===== src/rtl/cpu_pkg.sv =====
// Core-wide constants shared by the CDB arbiter, ROB and reservation stations.
package cpu_pkg;

  localparam int NUM_REQ = 4;
  localparam int TAG_W   = 5;
  localparam int DATA_W  = 32;
  localparam int PTR_W   = $clog2(NUM_REQ);

  // Functional-unit indices into the request vectors.
  localparam int FU_ALU = 0;
  localparam int FU_MUL = 1;
  localparam int FU_LSU = 2;
  localparam int FU_BR  = 3;

  typedef logic [PTR_W-1:0] fu_idx_t;

endpackage


===== src/rtl/cdb_arbiter_rr_picker.sv =====
// Combinational round-robin picker: first requester at or after ptr wins.
module rr_picker #(
  parameter  int NUM_REQ = cpu_pkg::NUM_REQ,
  localparam int PTR_W   = $clog2(NUM_REQ)
) (
  input  logic [NUM_REQ-1:0] req,
  input  logic [PTR_W-1:0]   ptr,
  output logic [NUM_REQ-1:0] grant,
  output logic [PTR_W-1:0]   win
);

  // Scan the search order backwards so the last hit is the highest-priority one.
  always_comb begin
    // NOTE: every output gets a default first so no path leaves it unassigned (no latch).
    grant = '0;
    win   = '0;
    for (int k = NUM_REQ - 1; k >= 0; k--) begin
      if (req[(int'(ptr) + k) % NUM_REQ]) begin
        grant = '0;
        grant[(int'(ptr) + k) % NUM_REQ] = 1'b1;
        win = PTR_W'((int'(ptr) + k) % NUM_REQ);
      end
    end
  end

endmodule


===== src/rtl/cdb_arbiter.sv =====
// Round-robin arbiter for the Common Data Bus: one completed result per cycle,
// registered onto Cdb_*, with arbitration blocked for a cycle on flush or mispredict.
module cdb_arbiter #(
  parameter  int NUM_REQ = cpu_pkg::NUM_REQ,
  parameter  int TAG_W   = cpu_pkg::TAG_W,
  parameter  int DATA_W  = cpu_pkg::DATA_W,
  localparam int PTR_W   = $clog2(NUM_REQ)
) (
  input  logic                      clock,
  input  logic                      reset,
  input  logic [NUM_REQ-1:0]        req,
  input  logic [NUM_REQ*TAG_W-1:0]  req_tag,
  input  logic [NUM_REQ*DATA_W-1:0] req_data,
  input  logic [NUM_REQ-1:0]        req_branch,
  input  logic [NUM_REQ-1:0]        req_branch_taken,
  output logic [NUM_REQ-1:0]        grant,
  input  logic                      flush,
  output logic                      Cdb_valid,
  output logic [TAG_W-1:0]          Cdb_rd_tag,
  output logic [DATA_W-1:0]         Cdb_data,
  output logic                      Cdb_branch,
  output logic                      Cdb_branch_taken,
  output logic [PTR_W-1:0]          Cdb_src
);

  logic [NUM_REQ-1:0] grant_raw;
  logic [PTR_W-1:0]   win;
  logic               block;
  logic               fire;

  logic [PTR_W-1:0]  ptr_q, ptr_d;
  logic              self_flush_q, self_flush_d;
  logic              cdb_valid_q, cdb_valid_d;
  logic [TAG_W-1:0]  cdb_rd_tag_q, cdb_rd_tag_d;
  logic [DATA_W-1:0] cdb_data_q, cdb_data_d;
  logic              cdb_branch_q, cdb_branch_d;
  logic              cdb_branch_taken_q, cdb_branch_taken_d;
  logic [PTR_W-1:0]  cdb_src_q, cdb_src_d;

  rr_picker #(.NUM_REQ(NUM_REQ)) u_picker (
    .req   (req),
    .ptr   (ptr_q),
    .grant (grant_raw),
    .win   (win)
  );

  // A taken branch on the CDB blocks the next arbitration so wrong-path results
  // cannot slip onto the bus while the ROB flush propagates.
  assign block = reset | flush | self_flush_q;
  assign grant = block ? '0 : grant_raw;
  assign fire  = |grant;

  always_comb begin
    ptr_d              = ptr_q;
    self_flush_d       = 1'b0;
    cdb_valid_d        = fire;
    cdb_rd_tag_d       = cdb_rd_tag_q;
    cdb_data_d         = cdb_data_q;
    cdb_branch_d       = cdb_branch_q;
    cdb_branch_taken_d = cdb_branch_taken_q;
    cdb_src_d          = cdb_src_q;
    if (fire) begin
      ptr_d              = (win == PTR_W'(NUM_REQ - 1)) ? '0 : win + PTR_W'(1);
      self_flush_d       = req_branch[win] & req_branch_taken[win];
      cdb_rd_tag_d       = req_tag[int'(win) * TAG_W +: TAG_W];
      cdb_data_d         = req_data[int'(win) * DATA_W +: DATA_W];
      cdb_branch_d       = req_branch[win];
      cdb_branch_taken_d = req_branch_taken[win];
      cdb_src_d          = win;
    end
  end

  always_ff @(posedge clock or posedge reset) begin
    if (reset) begin
      ptr_q              <= '0;
      self_flush_q       <= 1'b0;
      cdb_valid_q        <= 1'b0;
      cdb_rd_tag_q       <= '0;
      cdb_data_q         <= '0;
      cdb_branch_q       <= 1'b0;
      cdb_branch_taken_q <= 1'b0;
      cdb_src_q          <= '0;
    end else begin
      // NOTE: non-blocking so every flop samples the pre-edge value of its peers.
      ptr_q              <= ptr_d;
      self_flush_q       <= self_flush_d;
      cdb_valid_q        <= cdb_valid_d;
      cdb_rd_tag_q       <= cdb_rd_tag_d;
      cdb_data_q         <= cdb_data_d;
      cdb_branch_q       <= cdb_branch_d;
      cdb_branch_taken_q <= cdb_branch_taken_d;
      cdb_src_q          <= cdb_src_d;
    end
  end

  assign Cdb_valid        = cdb_valid_q;
  assign Cdb_rd_tag       = cdb_rd_tag_q;
  assign Cdb_data         = cdb_data_q;
  assign Cdb_branch       = cdb_branch_q;
  assign Cdb_branch_taken = cdb_branch_taken_q;
  assign Cdb_src          = cdb_src_q;

endmodule


===== config.mk =====
export PLATFORM = sky130hd
export DESIGN_NAME = cdb_arbiter
export DESIGN_NICKNAME = d
export VERILOG_FILES = /design/src/rtl/cpu_pkg.sv /design/src/rtl/cdb_arbiter_rr_picker.sv /design/src/rtl/cdb_arbiter.sv
export SDC_FILE = /design/constraint.sdc
export NUM_CORES = 1
export LEC_CHECK = 0
export ABC_AREA = 1
export CAP_MARGIN = 30
export CORE_MARGIN = 1.5
export CORE_UTILIZATION = 61
export CTS_CLUSTER_DIAMETER = 100
export CTS_CLUSTER_SIZE = 24
export DETAILED_ROUTE_END_ITERATION = 8
export DONT_BUFFER_PORTS = 1
export GPL_ROUTABILITY_DRIVEN = 0
export PLACE_DENSITY = 0.75
export REMOVE_ABC_BUFFERS = 1
export SYNTH_ARGS = -nofsm -noshare
export SYNTH_HDL_FRONTEND = slang
export SYNTH_SLANG_ARGS = --single-unit

===== constraint.sdc =====
create_clock -name clock -period 6.2 [get_ports clock]
set_input_delay 0.62 -clock clock [delete_from_list [all_inputs] [get_ports clock]]
set_output_delay 0.62 -clock clock [all_outputs]
set_load 0.03 [all_outputs]

==> results of run 1 <==
[area by class of cell]
type / instances / area share [%]
multi-input combinational: 514 / 60.1
sequential: 45 / 27.5
inverter: 71 / 6.63
tap: 77 / 2.35
clock buffer: 7 / 1.86
timing repair buffer: 3 / 1.34
clock inverter: 1 / 0.183
[kinds of logic (layout without fill, tap and decap cells)]
| kind of cell | Yosys count | count (layout) | synth area share, % |
|---|---|---|---|
| buf+inv | 112 | 82 | 13.7 |
| fa+ha+maj | 8 | 8 | 2.43 |
| simple gates | 496 | 496 | 55.2 |
| compound gates | 10 | 10 | 1.39 |
| flops | 45 | 45 | 27.3 |
[flip-flops by register name, indices dropped and copies added, names as in the netlist]
name / count
Cdb_branch: 1
Cdb_branch_taken: 1
Cdb_data: 32
Cdb_rd_tag: 5
Cdb_src: 2
Cdb_valid: 1
ptr_q: 2
self_flush_q: 1
[worst paths after layout]
| kind | startpoint | endpoint | slack [ns] | cells past startpoint |
|---|---|---|---|---|
| worst max-delay path | ptr_q[0] | ptr_q[0] | 2.41 | 13 |
| worst min-delay path | reset | self_flush_q | 0.16 | 1 |
| worst max register to register | ptr_q[0] | ptr_q[0] | 2.41 | 13 |
| worst min register to register | Cdb_data[30] | Cdb_data[30] | 0.69 | 2 |
| max in group asynchronous | reset | Cdb_data[1] | 5.56 | 2 |
| min in group clock | req_data[103] | Cdb_data[7] | 0.61 | 6 |
[critical path, cell delays in order (launching register included)]
cell and delay (ns):
dfrtp_1 0.64, inv_4 0.13, ha_1 0.37, inv_1 0.11, nand3_2 0.12, nand2_4 0.13
inv_4 0.06, nand2_1 0.05, nand2_1 0.08, nand2_4 0.55, nand2_4 0.64, ha_1 0.41
or2_2 0.29, o21ai_1 0.13
[power by group through the flow]
stage / logic (mW) / registers [mW] / clock network [mW]
after floorplan: 1.75 / 0.786 / 0
after global placement: 2.16 / 0.836 / 0
after detailed placement: 2.27 / 0.838 / 0
after CTS: 2.27 / 0.834 / 0.181
after global routing: 2.61 / 0.846 / 0.193
final: 2.25 / 0.830 / 0.177
[placed cells by master, fill, tap and decap left out]
cell type,Yosys,final
a21oi_1,6,6
a21oi_4,0,1
and3_1,1,1
buf_12,0,1
buf_16,0,1
buf_4,4,1
clkbuf_1,1,2
clkbuf_8,0,5
clkinvlp_4,0,1
dfrtp_1,45,45
ha_1,8,8
inv_1,67,66
inv_2,2,3
inv_4,2,2
nand2_1,324,324
nand2_2,9,9
nand2_4,5,5
nand3_1,90,90
nand3_2,5,5
nand3_4,1,1
nand3b_1,46,46
nor2_1,11,11
nor2_2,1,1
nor2_8,1,1
nor3_1,1,1
o21ai_0,1,1
o21ai_1,1,1
o2bb2ai_4,0,1
or2_2,1,1
[per-layer routing]
metal | GRT usage (%) | wire, µm
met5 | 0 | 0
met4 | 9.54 | 250
met3 | 6.13 | 694
met2 | 51.3 | 5030
met1 | 31.8 | 4040
==> flow_summary.toml, run 1 <==
[power_and_ir_drop]
power_mw = 3.26
p_comb_share_pct = 69.1
ir_worst_vdd_v = 0.000392
p_sw_share_pct = 61.3
leakagePower_nw = 2.42
p_per_area_nw_per_um2 = 796
power_switching_mw = 2.00
clkPwrFrac_pct = 5.4
p_seq_share_pct = 25.5
internal-power_mw = 1.26

[timing]
finalSetupTns_ns = 0
rsz0062_at_grt = "no"
hold_slack_ns = 0.165
finalCriticalPeriod_ns = 3.79
fin_ws_ns = 2.41
fmax_mhz = 264
max_slew.worst_pin.slew_ns = 0.946
skew_ns = 0.00502
max_slew_margin_pct = 36.9
drv_slew = 0
period_share_pct = 61.1
setup_violations = 0
final-hold-violation-count = 0

[grt]
gr-usage-all-layers_pct = 27.9
antenna_found_initial = 0
grt_max_degree = 82
grt_pass1_vias = 3709
grt_pass1_wl_um = 16600
grt.overflow.total = 0

[finish]
seq_area_um2 = 1130
nets = 811
syn2layout_area_growth_pct = -0.788
final_util_pct = 63.4
drive_gt1_share_pct = 6.08
antennaDiodeCount = 0
stdcell_count = 718
n_fill_cell = 639
multi_input_comb_area_um2 = 2460
fin_area_um2 = 4090

[placement]
dp_cells = 709
post-place-ws_ns = 2.39
place_area_um2 = 3990
port_buffers = 0
dp_hpwl_um = 7010

[clock_network]
clock_path_buffers = 2
clkLatencyLatePin_ns = 0.29
cts_inserted_buffers = 5
post_cts_buffers = 0
cts_tree = "yes"
htreeDepth = 2
ctsHoldBuffers = 0
cts_resized = 0
clock_tree.root_cell = "clkbuf_8"
clk_pin_slew_ns = 0.08
cts_sinks = 45

[floorplanning]
rows = 29
coreArea_um2 = 6460
ioPinCount = 209
die_h_um = 85.2
initial_core_util_pct = 63.9
die_x_um = 85.2
dieArea_um2 = 7270

[yosys]
synth_cells = 671
synth.area.top_cells = "nand2_1, dfrtp_1, nand3_1"
ys_warn_count = 0
synth_common_cells = "nand2_1, nand3_1, inv_1"
synth_edf_count = 0
synth_top_area_share_pct = 29.5
synth.yosys.seq_area_share_pct = 27.3
netlist.top_cell.by_area = "nand2_1"
synth_area_per_cell_um2 = 6.15
syn_area_um2 = 4130
yosysMostFrequentCell = "nand2_1"
async_reset_ff_share_pct = 100
ys_seq_elements = 45
ys_types = 28
synth_flop_cell = "dfrtp_1"

[setup_path]
cp_data_arrival_time_ns = 4.01
cp-end-kind = "flip-flop"
worstSetupStartpointType = "flip-flop"
path_class = "reg -> reg"
critical_path.max_fanout = 81
cp.required_ns = 6.43

[status]
status = "finished with violations"
failed_checks = "DRC"

[flow_run]
cap_viol_max_count = 0

[routing]
drtIter0Drc = 214
wirelength_um = 10000
post_drt_wl_per_cell_um = 13.9
first_pass_iters = 6
num_vias = 3947
ant_nets = 0
drc_errors = 9
avgViaCountPerCell = 5.50

[worst_hold_path]
hold_path.class = "in -> async"
No activity file was read; power rests on OpenSTA's default activity.
==> inputs of run 2 (changes only) <==
--- a/config.mk
+++ b/config.mk
@@ -8,13 +8,13 @@
 export ABC_AREA = 1
 export CAP_MARGIN = 30
 export CORE_MARGIN = 1.5
-export CORE_UTILIZATION = 61
+export CORE_UTILIZATION = 59
 export CTS_CLUSTER_DIAMETER = 100
 export CTS_CLUSTER_SIZE = 24
 export DETAILED_ROUTE_END_ITERATION = 8
 export DONT_BUFFER_PORTS = 1
 export GPL_ROUTABILITY_DRIVEN = 0
-export PLACE_DENSITY = 0.75
+export PLACE_DENSITY = 0.76
 export REMOVE_ABC_BUFFERS = 1
 export SYNTH_ARGS = -nofsm -noshare
 export SYNTH_HDL_FRONTEND = slang
==> constraint.sdc (replaced) <==
create_clock -name clock -period 3.1 [get_ports clock]
set_input_delay 0.31 -clock clock [delete_from_list [all_inputs] [get_ports clock]]
set_output_delay 0.31 -clock clock [all_outputs]
set_load 0.03 [all_outputs]
==> run 2 against run 1 <==
The flow now finishes without violations; critical path depth did not move; worst setup slack got worse by 2.1 ns; via count barely moved; register-to-register slack got worse by 2.1 ns; cell area rose by 2.6%; largest cell class unchanged; sequential cell count did not move; clock-buffer cell count fell by 1; maximum frequency rose by 37%; global-route usage fell by 1.1 points; clock skew fell by 0.00073 ns.
==> flow_summary.toml, run 2 (synthesis gave the netlist of run 1 again) <==
[routing]
drc_errors = 0
drtIter0Drc = 220
post_drt_wl_per_cell_um = 13.5
num_vias = 3946
ant_nets = 0
wirelength_um = 10100
first_pass_iters = 4
avgViaCountPerCell = 5.30

[finish]
antennaDiodeCount = 0
syn2layout_area_growth_pct = 1.76
layout_common_cells = "nand2_1, nand3_1, inv_1"
final_common_cell = "nand2_1"
nets = 820
fin_area_um2 = 4200
stdcell_count = 745
n_fill_cell = 634
seq_area_um2 = 1130
drive_gt1_share_pct = 7.40
multi_input_comb_area_um2 = 2460
largest_register_ffs = 32

[timing]
fmax_mhz = 362
drv_slew = 0
max_slew.worst_pin.slew_ns = 0.596
hold_slack_ns = 0.299
final-hold-violation-count = 0
skew_ns = 0.00430
max_slew_margin_pct = 60.3
finalCriticalPeriod_ns = 2.76
fin_ws_ns = 0.340
period_share_pct = 89.0
setup_violations = 0
rsz0062_at_grt = "no"

[floorplanning]
die_x_um = 86.6
die_h_um = 86.6
initial_core_util_pct = 60.7
ioPinCount = 209
coreArea_um2 = 6790
dieArea_um2 = 7500
rows = 30

[grt]
grt_max_degree = 79
grt_pass1_wl_um = 16200
grt.overflow.total = 0
antenna_found_initial = 0
grt_pass1_vias = 3514
gr-usage-all-layers_pct = 26.8

[clock_network]
clkLatencyLatePin_ns = 0.29
clk_pin_slew_ns = 0.09
clock_tree.root_cell = "clkbuf_8"
cts_tree = "yes"
post_cts_buffers = 0
cts_resized = 0
cts_sinks = 45
htreeDepth = 2
cts_inserted_buffers = 5
clock_path_buffers = 2

[setup_path]
cp-startpoint = "ptr_q[1]"
rr_startpoint = "ptr_q[1]"
path_class = "reg -> reg"
critical_path.max_fanout = 35
cp_data_arrival_time_ns = 2.98
worstSetupStartpointType = "flip-flop"
cp.required_ns = 3.32
cp-end-kind = "flip-flop"

[placement]
dp_cells = 736
post-place-ws_ns = 0.385
dp_hpwl_um = 7280
place_area_um2 = 4080
port_buffers = 0

[worst_hold_path]
min_from = "req_data[108]"
hold_path.class = "in -> reg"

[flow_run]
cap_viol_max_count = 0

[status]
status = "complete, no violations"
[run 2: critical path: stages (launching register included)]
cell	delay [ns]
dfrtp_1	0.54
inv_1	0.21
ha_1	0.36
inv_1	0.10
nand3_2	0.13
nand2_4	0.13
inv_4	0.06
nand2_1	0.05
nand2_1	0.08
nand2_4	0.09
nand2_4	0.23
ha_1	0.28
or2_2	0.29
o21ai_1	0.12
[run 2: path summary, 6_finish.rpt]
kind                                 to  slack, ns  cells past startpoint
max                            ptr_q[0]       0.34                     13
max reg2reg                    ptr_q[0]       0.34                     13
min                        Cdb_data[12]       0.30                      6
max in group asynchronous  Cdb_data[18]       2.27                      3
min reg2reg                Cdb_data[12]       0.69                      2
min in group asynchronous  self_flush_q       0.40                      2
[run 2: repair_timing]
action                                  CTS  global route
endpoints found under the setup margin    0             0
hold endpoints to repair                  0             5
hold buffers                              0             1
[run 2: through the flow]
stage / setup TNS, ns / util, %
floorplan: -7.60 / -
global placement: 0 / 60.0
detailed placement: 0 / 60.0
CTS: 0 / 61.4
global route: 0 / 61.8
finish: 0 / 61.8
[run 2: area by class of cell]
| cell class | count | area share [%] |
|---|---|---|
| clock buffers | 6 | 1.97 |
| clock inverters | 1 | 0.179 |
| inverters | 71 | 6.47 |
| multi-input cells | 514 | 58.6 |
| flip-flops and latches | 45 | 26.8 |
| well taps | 96 | 2.86 |
| repair buffers | 12 | 3.10 |
[run 2: routing by layer]
| metal | track usage [%] | routed length, µm | vias to the layer above | share of wire [%] |
|---|---|---|---|---|
| met5 | 0 | 0 | - | 0 |
| met4 | 7.92 | 176 | 0 | 1.8 |
| met3 | 5.62 | 700 | 16 | 7.0 |
| met2 | 49.3 | 5180 | 161 | 52 |
| met1 | 31.2 | 4000 | 1749 | 40 |
| li1 | - | - | 2020 | - |
Power of run 2 is left out: the tool's default activity adds up to more than one toggle a clock period on the data nets, which glitch-free logic cannot reach.
